==> config.mk <==
export PLATFORM = sky130hd
export DESIGN_NAME = seq_divider_flat
export DESIGN_NICKNAME = d
export VERILOG_FILES = /design/src/rtl/seq_divider_pkg.sv /design/src/rtl/seq_divider_if.sv /design/src/rtl/seq_divider_div_step.sv /design/src/rtl/seq_divider.sv /design/src/flat_wrapper.sv
export SDC_FILE = /design/constraint.sdc
export NUM_CORES = 1
export LEC_CHECK = 0
export BUFFER_PORTS_ARGS = -buffer_cell sky130_fd_sc_hd__buf_2
export CELL_PAD_IN_SITES_DETAIL_PLACEMENT = 1
export CELL_PAD_IN_SITES_GLOBAL_PLACEMENT = 1
export CORE_MARGIN = 2
export CORE_UTILIZATION = 46
export CTS_CLUSTER_SIZE = 40
export DETAILED_ROUTE_END_ITERATION = 8
export PLACE_DENSITY = 0.95
export SETUP_SLACK_MARGIN = 0.4
export SYNTH_ARGS = -nofsm -noshare
export SYNTH_HDL_FRONTEND = slang
export SYNTH_SLANG_ARGS = --single-unit
==> constraint.sdc <==
create_clock -name clk -period 6.6 [get_ports clk]
set_input_delay 0.99 -clock clk [delete_from_list [all_inputs] [get_ports clk]]
set_output_delay 0.99 -clock clk [all_outputs]
set_load 0.005 [all_outputs]
==> src/rtl/seq_divider_pkg.sv <==
// Shared types and constants for the sequential restoring divider.
// Imported by the divider top and its step datapath.
package div_pkg;

    typedef enum logic [1:0] {
        IDLE = 2'd0,
        CALC = 2'd1,
        DONE = 2'd2
    } state_t;

    localparam int unsigned DIV_MAX_N = 128;

    // All-ones quotient reported for a zero divisor; callers size-cast to N bits.
    function automatic logic [DIV_MAX_N-1:0] DIV0_QUOTIENT(input int unsigned n);
        return {DIV_MAX_N{1'b1}} >> (DIV_MAX_N - n);
    endfunction

endpackage

==> src/rtl/seq_divider_if.sv <==
// Operand and result handshake bundle for seq_divider.
// A transfer happens on a rising edge where valid and ready are both 1; valid
// never waits for ready, ready may depend only on the receiver's own state, and
// the payload must be stable from the edge that raises valid until it transfers.
interface seq_divider_if #(
    parameter int N = 32
);
    logic         in_valid;
    logic         in_ready;
    logic [N-1:0] dividend;
    logic [N-1:0] divisor;
    logic         out_valid;
    logic         out_ready;
    logic [N-1:0] quotient;
    logic [N-1:0] remainder;
    logic         div_by_zero;

    modport master (
        output in_valid, dividend, divisor, out_ready,
        input  in_ready, out_valid, quotient, remainder, div_by_zero
    );

    modport slave (
        input  in_valid, dividend, divisor, out_ready,
        output in_ready, out_valid, quotient, remainder, div_by_zero
    );
endinterface

==> src/rtl/seq_divider_div_step.sv <==
// One combinational restoring-division step: shift in the next dividend bit,
// trial-subtract the divisor and keep the difference when it is non-negative.
module div_step #(
    parameter int N = 32
) (
    input  logic [N-1:0] r,
    input  logic         next_bit,
    input  logic [N-1:0] divisor,
    output logic [N-1:0] r_next,
    output logic         q_bit
);
    logic [N:0] r_shift;
    logic [N:0] trial;

    always_comb begin
        r_shift = {r, next_bit};
        trial   = r_shift - {1'b0, divisor};
        q_bit   = ~trial[N];
        // The kept value is always below the divisor, so bit N is never needed.
        r_next  = q_bit ? trial[N-1:0] : r_shift[N-1:0];
    end
endmodule

==> src/rtl/seq_divider.sv <==
// Iterative unsigned divider: one restoring step per clock, N steps per result,
// with a one-cycle shortcut for a zero divisor.
module seq_divider
    import div_pkg::*;
#(
    parameter int N  = 32,
    parameter int CW = $clog2(N)
) (
    input  logic          clk,
    input  logic          rst_n,
    seq_divider_if.slave  bus,
    output state_t        state_dbg
);
    localparam logic [N-1:0]  DIV0_Q   = N'(DIV0_QUOTIENT(N));
    localparam logic [CW-1:0] CNT_LAST = CW'(N - 1);

    state_t        state;
    state_t        state_next;
    logic [N-1:0]  q_reg;
    logic [N-1:0]  r_reg;
    logic [N-1:0]  d_reg;
    logic [CW-1:0] cnt;
    logic [N-1:0]  r_step;
    logic          q_bit;
    logic          accept;
    logic          last_step;

    div_step #(.N(N)) u_step (
        .r        (r_reg),
        .next_bit (q_reg[N-1]),
        .divisor  (d_reg),
        .r_next   (r_step),
        .q_bit    (q_bit)
    );

    assign accept    = (state == IDLE) && bus.in_valid;
    assign last_step = (state == CALC) && (cnt == '0);
    assign state_dbg = state;

    always_ff @(posedge clk) begin
        if (!rst_n) state <= IDLE;
        else        state <= state_next;
    end

    always_comb begin
        state_next = state;
        case (state)
            IDLE:    if (bus.in_valid) state_next = (|bus.divisor) ? CALC : DONE;
            CALC:    if (cnt == '0)    state_next = DONE;
            DONE:    if (bus.out_ready) state_next = IDLE;
            default: state_next = IDLE;
        endcase
    end

    always_comb begin
        bus.in_ready  = (state == IDLE);
        bus.out_valid = (state == DONE);
    end

    always_ff @(posedge clk) begin
        if (!rst_n) begin
            q_reg           <= '0;
            r_reg           <= '0;
            d_reg           <= '0;
            cnt             <= '0;
            bus.quotient    <= '0;
            bus.remainder   <= '0;
            bus.div_by_zero <= 1'b0;
        end else if (accept) begin
            if (|bus.divisor) begin
                q_reg <= bus.dividend;
                d_reg <= bus.divisor;
                r_reg <= '0;
                cnt   <= CNT_LAST;
            end else begin
                bus.quotient    <= DIV0_Q;
                bus.remainder   <= bus.dividend;
                bus.div_by_zero <= 1'b1;
            end
        end else if (state == CALC) begin
            q_reg <= {q_reg[N-2:0], q_bit};
            r_reg <= r_step;
            if (last_step) begin
                bus.quotient    <= {q_reg[N-2:0], q_bit};
                bus.remainder   <= r_step;
                bus.div_by_zero <= 1'b0;
            end else begin
                cnt <= cnt - 1'b1;
            end
        end
    end
endmodule

==> src/flat_wrapper.sv <==
// flat-port wrapper written by rule: the top's interface ports become plain ports
module seq_divider_flat import div_pkg::*;
#(
    parameter int N  = 32,
    parameter int CW = $clog2(N)
)
  (clk, rst_n, state_dbg, bus_in_valid, bus_dividend, bus_divisor, bus_out_ready, bus_in_ready, bus_out_valid, bus_quotient, bus_remainder, bus_div_by_zero);
  seq_divider_if #(.N(N)) bus_i ();
  input  logic clk;
  input  logic rst_n;
  output state_t state_dbg;
  input wire logic [$bits(bus_i.in_valid)-1:0] bus_in_valid;
  input wire logic [$bits(bus_i.dividend)-1:0] bus_dividend;
  input wire logic [$bits(bus_i.divisor)-1:0] bus_divisor;
  input wire logic [$bits(bus_i.out_ready)-1:0] bus_out_ready;
  output wire logic [$bits(bus_i.in_ready)-1:0] bus_in_ready;
  output wire logic [$bits(bus_i.out_valid)-1:0] bus_out_valid;
  output wire logic [$bits(bus_i.quotient)-1:0] bus_quotient;
  output wire logic [$bits(bus_i.remainder)-1:0] bus_remainder;
  output wire logic [$bits(bus_i.div_by_zero)-1:0] bus_div_by_zero;
  assign bus_i.in_valid = bus_in_valid;
  assign bus_i.dividend = bus_dividend;
  assign bus_i.divisor = bus_divisor;
  assign bus_i.out_ready = bus_out_ready;
  assign bus_in_ready = bus_i.in_ready;
  assign bus_out_valid = bus_i.out_valid;
  assign bus_quotient = bus_i.quotient;
  assign bus_remainder = bus_i.remainder;
  assign bus_div_by_zero = bus_i.div_by_zero;
  seq_divider #(.N(N), .CW(CW)) u_core (.clk(clk), .rst_n(rst_n), .bus(bus_i), .state_dbg(state_dbg));
endmodule
==> run metrics, run 1 <==
post-synth cell types 60; first-pass GRT wire length 49300 µm; Residual DRC 0; Final HPWL DP 20900 µm; vias per cell 6.05; leading cell types in the layout, fill and taps excluded 186 x nand2_1, 168 x dfxtp_1, 135 x buf_2; final hold vios 0; Mapped Cells 1122; crit end category flop; ANT cells 0; die height 144 µm; endpoints failing setup 0; Area growth syn-to-layout 14.5%; DIE AREA 0.0206 mm²; hold buffers post-CTS 0; CTS tree built; Post-DRT Antenna Nets 0; Critical Path AT 4320 ps; fmax 0.251 GHz; drt total wl 30700 µm; Leak 4.72 nW; Die X 144 µm; CP delay by family, top compound AO/OA/AOI/OAI gates; crit path max fanout 42; Initial Util 46.4%; CTS sink cnt 168; vias in the first global route 9095; most common cell after layout, fill and taps aside nand2_1; clock-pin slew on the worst setup and hold paths 70 ps; Max Slew Vio Count 0; Non-Filler Cell Area, Final 0.0103 mm²; Hold/Removal Path Class reg -> reg; I/O Pins 137; pin count of the biggest net entering global routing 98; syn avg cell area 8.00 µm²; synthesized area 0.00897 mm²; Clock Latency Late Sink 440 ps; filler instances 2364; Post-Syn Nets 1225; Post-CTS Setup Bufs 0; all-layer global routing usage 30.0%; synthesis warning total 0; critical path's slowest cell nand3_4; post_cts resized 0; Max Cap Viol 0; total power density per cell area 554 mW/mm²; slowest stage delay, CP 600 ps; first-pass detailed-route iteration total 5; sequential share of the synthesized area 37.5%; core area 0.0193 mm²; Buf/Inv on CP 2; Post-synth EDFFs 0; Avg WL per Cell 20.8 µm; worst reg2reg path depth 13; total number of vias 8935; RSZ-0062 raised after global routing false; status finished, final reports clean; critical-path cell list inv_1, ha_1, inv_1, fa_1, a211oi_1, o211ai_1, a22o_1, o21a_1, o211ai_1, nand3_4, mux2i_1, a21oi_1, a31o_2; initial antenna violation count 1; clock skew 9.52 ps; Setup TNS Final 0 ps; Port-buffer cells 136; GRT overflow 0; row count 51; Iter 0 DRT Violations 715; gpl congestion 0.902; startpoint types flop; critical path required time 6940 ps; minimum clock period 3990 ps; slew at the pin with the worst max-slew slack 1150 ps; H-tree Lvls 4; Crit Path Class reg -> reg; dpl cell area 0.00972 mm²; critical path depth 13; #FFs+latches synth 168; layout cells sized above 1 17.1%; Clock Root Buffer clkbuf_16; final net count 1303; period utilization 60.4%; peak supply drop 0.000338 V; Max Root-Sink Buffers 2; Num CTS Buffers 17; Primary FF master, synth dfxtp_1; Async SR Flop Fraction 0%; Hold Path Depth 2; Worst slew margin 22.8%
==> kinds of logic after synthesis <==
logic type	count (synthesis)	synth area share, %
compound gates	343	26.1
xor+xnor	30	2.93
fa+ha+maj	35	4.96
buf+inv	123	5.48
flops	168	37.5
mux	29	3.23
simple gates	394	19.8
==> final timing paths <==
kind                    startpoint                        to  slack [ps]
setup / recovery  u_core.q_reg[31]  u_core.bus.remainder[20]        2610
hold / removal    u_core.d_reg[13]          u_core.d_reg[13]         470
setup reg to reg  u_core.q_reg[31]  u_core.bus.remainder[20]        2610
hold reg to reg   u_core.d_reg[13]          u_core.d_reg[13]         470
==> through the flow <==
stage	hold WS, ps	util [%]	setup slack [ps]	instances	power [mW]
2_1_floorplan	443	-	3670	1122	3.79
3_3_place_gp	453	50.3	2860	1446	4.39
3_5_place_dp	463	50.3	2740	1446	4.53
4_1_cts	473	53.1	2660	1478	5.60
5_1_grt	491	53.1	2370	1478	6.00
6_report	473	53.1	2610	1478	5.69
==> layer usage <==
metal	share of wire, %	vias to the layer above	wire (µm)	track usage [%]
li1	-	4159	-	-
met1	45	4457	13900	40.3
met2	47	268	14500	49.8
met3	5.6	51	1720	6.06
met4	1.7	0	515	6.76
met5	0	-	0	0
==> cell usage after synthesis (10+ instances only) <==
cell | n | area, µm²
nand2_1 | 188 | 706
dfxtp_1 | 168 | 3360
o21ai_0 | 88 | 440
clkbuf_1 | 73 | 274
a21oi_1 | 62 | 310
nand3_1 | 53 | 265
nor2_1 | 53 | 199
nor3_1 | 40 | 200
inv_1 | 38 | 143
o211a_1 | 37 | 370
a21boi_0 | 36 | 270
ha_1 | 34 | 425
o211ai_1 | 31 | 233
mux2i_1 | 29 | 290
a31o_2 | 22 | 193
xnor2_1 | 17 | 149
a21o_1 | 16 | 120
xor2_1 | 13 | 114
and2_1 | 10 | 62.6
nor4_1 | 10 | 62.6
==> final cells by class <==
class	count	area, µm²	share of cell area (%)
Timing Repair Buffer	144	743	7.23
Inverter	38	143	1.39
Multi-Input combinational cell	831	5140	50.0
Clock inverter	14	116	1.13
Tap cell	265	332	3.23
Sequential cell	168	3360	32.7
Clock buffer	18	439	4.27
==> power by group <==
group | total, mW | switching (mW) | internal [mW]
Combinational | 3.40 | 2.10 | 1.30
Clock | 0.965 | 0.465 | 0.500
Sequential | 1.33 | 0.160 | 1.17
Total | 5.69 | 2.73 | 2.97
==> tightest hold or removal path: stages, from the launching register on <==
cell	delay (ps)
dfxtp_1	310
nand2_1	50
a21boi_0	70
(Power assumes the default switching activity.)
==> inputs of run 2 (changes only) <==
- CORE_UTILIZATION: 46 -> 42
- PLACE_DENSITY: 0.95 -> 0.89
- clock period: 6.6 -> 4 ns (I/O delays scaled with it)
==> run metrics, run 2 (synthesized netlist as in run 1, its figures left out) <==
CTS tree built; Clock Root Buffer clkbuf_16; Iter 0 DRT Violations 538 (-25%); total power density per cell area 941 mW/mm² (+70%); layout cells sized above 1 17.7% (+0.59 points); pre-CTS setup slack 397 ps (-2340 ps); most common cell after layout, fill and taps aside nand2_1; Max Slew Vio Count 0 (unchanged); DIE AREA 0.0226 mm² (+9.3%); die height 150 µm (+4.5%); slew at the pin with the worst max-slew slack 973 ps (-181 ps); critical-path cell list inv_1, ha_1, inv_1, fa_1, a211oi_2, o211ai_1, a22o_1, o21a_1, o211ai_1, nand3_4, buf_16, mux2i_2, a21oi_1, a31o_2; row count 53 (+3.9%); Setup WS post-layout 568 ps (-2050 ps); Leak 4.81 nW (+1.9%); hold buffers post-CTS 0 (unchanged); final net count 1309 (+0.46%); crit end category flop; fmax 0.291 GHz (+16%); all-layer global routing usage 26.7% (-3.3 points); Critical Path AT 3760 ps (-560 ps); Worst slew margin 35.0% (+12 points); core area 0.0210 mm² (+8.7%); Final HPWL DP 21200 µm (+1.7%); Post-DRT Antenna Nets 0 (unchanged); endpoints failing setup 0 (unchanged); number of standard cells in the final layout excluding fillers 1493 (+1.0%); dpl cell area 0.00977 mm² (+0.57%); peak supply drop 0.000635 V (+88%); RSZ-0062 raised after global routing false; Residual DRC 0 (unchanged); minimum clock period 3430 ps (-554 ps); filler instances 2578 (+9.1%); status finished, final reports clean; clock skew 9.49 ps (-0.0231 ps); Num CTS Buffers 17 (unchanged); Crit Path Class reg -> reg; Die X 150 µm (+4.5%); Avg WL per Cell 20.3 µm (-2.1%); Max Root-Sink Buffers 2 (unchanged); placed insts 1460 (+0.97%); first-pass GRT wire length 47700 µm (-3.2%); period utilization 85.8% (+25 points); initial antenna violation count 1 (unchanged); crit path max fanout 21 (-50%); ANT cells 0 (unchanged); clock-pin slew on the worst setup and hold paths 70 ps (about the same); Max Cap Viol 0 (unchanged); Setup TNS Final 0 ps (unchanged); pin count of the biggest net entering global routing 114 (+16%); I/O Pins 137 (unchanged); Power Total 9.84 mW (+73%); drt total wl 30400 µm (-1.1%); critical path's slowest cell fa_1; H-tree Lvls 4 (unchanged); leading cell types in the layout, fill and taps excluded 186 x nand2_1, 168 x dfxtp_1, 135 x buf_2; total number of vias 8794 (-1.6%); CP delay by family, top compound AO/OA/AOI/OAI gates; Initial Util 42.7% (-3.7 points); vias per cell 5.89 (-2.6%); Non-Filler Cell Area, Final 0.0105 mm² (+1.8%); gpl congestion 0.902 (unchanged); critical path required time 4320 ps (-2620 ps); Port-buffer cells 136 (unchanged); Clock Latency Late Sink 440 ps (about the same); slowest stage delay, CP 450 ps (-150 ps); Area growth syn-to-layout 16.5%; final hold vios 0 (unchanged); Hold/Removal Path Class in -> reg; startpoint types flop; GRT overflow 0 (unchanged); CTS sink cnt 168 (unchanged); vias in the first global route 8852 (-2.7%); first-pass detailed-route iteration total 5 (unchanged); Buf/Inv on CP 3 (+1)
==> run 2: cell types whose count changed in the layout (fill, tap and decap cells not counted) <==
| cell | previous run | this run |
|---|---|---|
| a211oi_1 | 6 | 5 |
| a211oi_2 | 0 | 1 |
| buf_12 | 0 | 1 |
| buf_16 | 0 | 1 |
| buf_4 | 9 | 12 |
| bufinv_16 | 0 | 3 |
| clkbuf_16 | 17 | 18 |
| clkbuf_8 | 1 | 0 |
| clkinv_4 | 2 | 4 |
| clkinv_8 | 0 | 1 |
| clkinvlp_4 | 6 | 1 |
| inv_8 | 2 | 1 |
| mux2i_1 | 29 | 27 |
| mux2i_2 | 0 | 2 |
==> run 2: tightest hold or removal path, stage by stage <==
cell and delay (ps):
buf_2 110, nand2_1 40, a21boi_0 60
==> run 2: final timing paths <==
check	cells after the start	endpoint	startpoint	slack [ps]
hold / removal	3	u_core.d_reg[22]	bus_divisor[22]	420
hold reg to reg	2	u_core.d_reg[15]	u_core.d_reg[15]	470
setup reg to reg	14	u_core.bus.remainder[16]	u_core.q_reg[31]	570
setup / recovery	14	u_core.bus.remainder[16]	u_core.q_reg[31]	570
==> run 2: final cells by class <==
cell class                      instances  area, µm²  area share (%)
Multi-Input combinational cell        831       5150            49.3
Sequential cell                       168       3360            32.2
Timing Repair Buffer                  150        838            8.02
Clock buffer                           17        425            4.07
Tap cell                              275        344            3.29
Inverter                               38        143            1.36
Clock inverter                         14        191            1.83
==> run 2: metrics by stage <==
step	utilization [%]	hold WS, ps
floorplan	-	443
global placement	46.5	452
detailed placement	46.5	463
CTS	49.4	413
global route	49.7	429
finish	49.7	422
==> run 2: power by group <==
group | total (mW) | internal, mW | switching [mW] | leakage, nW
clock | 1.76 | 0.997 | 0.758 | 0.299
combinational | 5.89 | 2.38 | 3.51 | 3.14
sequential | 2.19 | 1.93 | 0.262 | 1.37
total | 9.84 | 5.31 | 4.53 | 4.81
==> run 2: metal layers <==
metal	wire (µm)	part of all wire, %	vias up	track usage, %
li1	-	-	4161	-
met4	730	2.4	2	8.54
met5	13	0.043	-	0
met3	1940	6.4	54	6.24
met2	14200	47	281	43.0
met1	13500	45	4296	35.6
==> run 2: timing repair <==
item	4_1_cts	5_1_grt
pin swaps	0	2
buffers inserted	0	1
gates resized for setup	1	7
cloned	0	1
setup endpoints to repair	26	59
==> inputs of run 3 (changes only) <==
- BUFFER_PORTS_ARGS: -buffer_cell sky130_fd_sc_hd__buf_2 -> not set
- CORE_UTILIZATION: 42 -> 47
- DONT_BUFFER_PORTS: not set -> 1
- PLACE_DENSITY: 0.89 -> 0.88
==> run metrics, run 3 (synthesized netlist as in run 1, its figures left out) <==
status finished, final reports clean; total number of vias 8172 (-7.1%); ANT cells 0 (unchanged); gpl congestion 0.941 (+4.3%); die height 142 µm (-5.3%); final hold vios 0 (unchanged); RSZ-0062 raised after global routing false; crit end category flop; all-layer global routing usage 27.9% (+1.1 points); endpoints failing setup 0 (unchanged); Crit Path Class reg -> reg; Port-buffer cells 0 (-100%); filler instances 2251 (-13%); Critical Path AT 3950 ps (+190 ps); slew at the pin with the worst max-slew slack 909 ps (-63.9 ps); Post-DRT Antenna Nets 0 (unchanged); H-tree Lvls 4 (unchanged); first-pass GRT wire length 44600 µm (-6.5%); vias per cell 6.20 (+5.3%); final net count 1174 (-10%); Hold/Removal Path Class in -> reg; GRT overflow 0 (unchanged); initial antenna violation count 0 (-1); Initial Util 48.0% (+5.3 points); DIE AREA 0.0202 mm² (-10%); Clock Root Buffer clkbuf_16; number of standard cells in the final layout excluding fillers 1318 (-12%); post_cts resized 0 (-1); Max Root-Sink Buffers 2 (unchanged); R2R Setup Slk 440 ps (-130 ps); pin count of the biggest net entering global routing 175 (+54%); hold buffers post-CTS 0 (unchanged); leading cell types in the layout, fill and taps excluded 186 x nand2_1, 168 x dfxtp_1, 88 x o21ai_0; Num CTS Buffers 17 (unchanged); minimum clock period 3560 ps (+133 ps); Setup TNS Final 0 ps (unchanged); Post-CTS Setup Bufs 0 (unchanged); Max Cap Viol 0 (unchanged); I/O Pins 137 (unchanged); Area growth syn-to-layout 7.49%; period utilization 89.1% (+3.3 points); first-pass detailed-route iteration total 5 (unchanged); drt total wl 28200 µm (-7.3%); Buf/Inv on CP 2 (-1); CTS tree built; Worst slew margin 39.3% (+4.3 points); critical-path cell list inv_1, ha_1, inv_1, fa_1, a211oi_1, o211ai_1, o211ai_1, o311a_1, o21ai_0, a211oi_1, mux2i_1, o21ai_0, and2_1; fmax 0.281 GHz (-3.7%); core area 0.0187 mm² (-11%); most common cell after layout, fill and taps aside nand2_1; Max Slew Vio Count 0 (unchanged); vias in the first global route 8201 (-7.4%); Die X 142 µm (-5.3%); clock skew 7.23 ps (-2.26 ps); critical path's slowest cell a211oi_1; clock-pin slew on the worst setup and hold paths 70 ps (about the same); CTS sink cnt 168 (unchanged); Residual DRC 0 (unchanged); peak supply drop 0.000650 V (+2.4%); slowest stage delay, CP 570 ps (+120 ps); placed insts 1282 (-12%); startpoint types flop; critical path required time 4380 ps (+60 ps); Iter 0 DRT Violations 686 (+28%); Avg WL per Cell 21.4 µm (+5.1%); layout cells sized above 1 7.20% (-10 points); Final HPWL DP 19500 µm (-8.2%); Clock Latency Late Sink 440 ps (about the same); CP delay by family, top compound AO/OA/AOI/OAI gates; crit path max fanout 4 (-81%); row count 50 (-5.7%); Leak 4.14 nW (-14%); total power density per cell area 983 mW/mm² (+4.4%)
==> run 3: cell count changes in the layout (fill, tap and decap cells not counted), moves of 2 or more <==
cell	change
buf_2	-135
bufinv_16	-3
clkinv_4	-2
clkinvlp_4	+3
inv_8	+2
mux2i_1	+2
mux2i_2	-2
==> run 3: layout make-up <==
cell class / count / area [µm²] / area share (%)
clock buffers: 18 / 439 / 4.55
clock inverters: 14 / 133 / 1.37
inverters: 38 / 143 / 1.48
multi-input cells: 831 / 5140 / 53.3
flip-flops and latches: 168 / 3360 / 34.9
well taps: 234 / 293 / 3.04
repair buffers: 15 / 138 / 1.43
==> run 3: worst paths after layout <==
check | start | endpoint | cells past startpoint
min reg2reg | u_core.d_reg[16] | u_core.d_reg[16] | 2
max | u_core.q_reg[31] | u_core.r_reg[20] | 13
min | bus_divisor[19] | u_core.d_reg[19] | 2
max reg2reg | u_core.q_reg[31] | u_core.r_reg[20] | 13
==> run 3: through the flow <==
| stage | power (mW) | cell area (µm²) | worst slack (ps) | util (%) | hold slack (ps) |
|---|---|---|---|---|---|
| 2_1_floorplan | 6.26 | 8970 | 1070 | - | 443 |
| 4_1_cts | 9.18 | 9600 | 413 | 51.3 | 291 |
| 3_5_place_dp | 7.42 | 9030 | 454 | 48.3 | 458 |
| 3_3_place_gp | 7.27 | 9030 | 635 | 48.3 | 451 |
| 6_report | 9.48 | 9650 | 435 | 51.6 | 298 |
| 5_1_grt | 10.0 | 9650 | 350 | 51.6 | 301 |
==> run 3: power breakdown <==
group / switching (mW) / leakage (nW) / total [mW] / internal [mW]
clock: 0.781 / 0.269 / 1.62 / 0.838
sequential: 0.271 / 1.37 / 2.20 / 1.93
combinational: 3.36 / 2.50 / 5.66 / 2.30
==> run 3: per-layer routing <==
layer  GRT usage, %  up-vias  part of all wire (%)
met5              0        -                     0
met3           7.91       32                   7.9
li1               -     3890                     -
met1           37.4     4041                    45
met2           43.6      209                    45
met4           8.42        0                   1.6
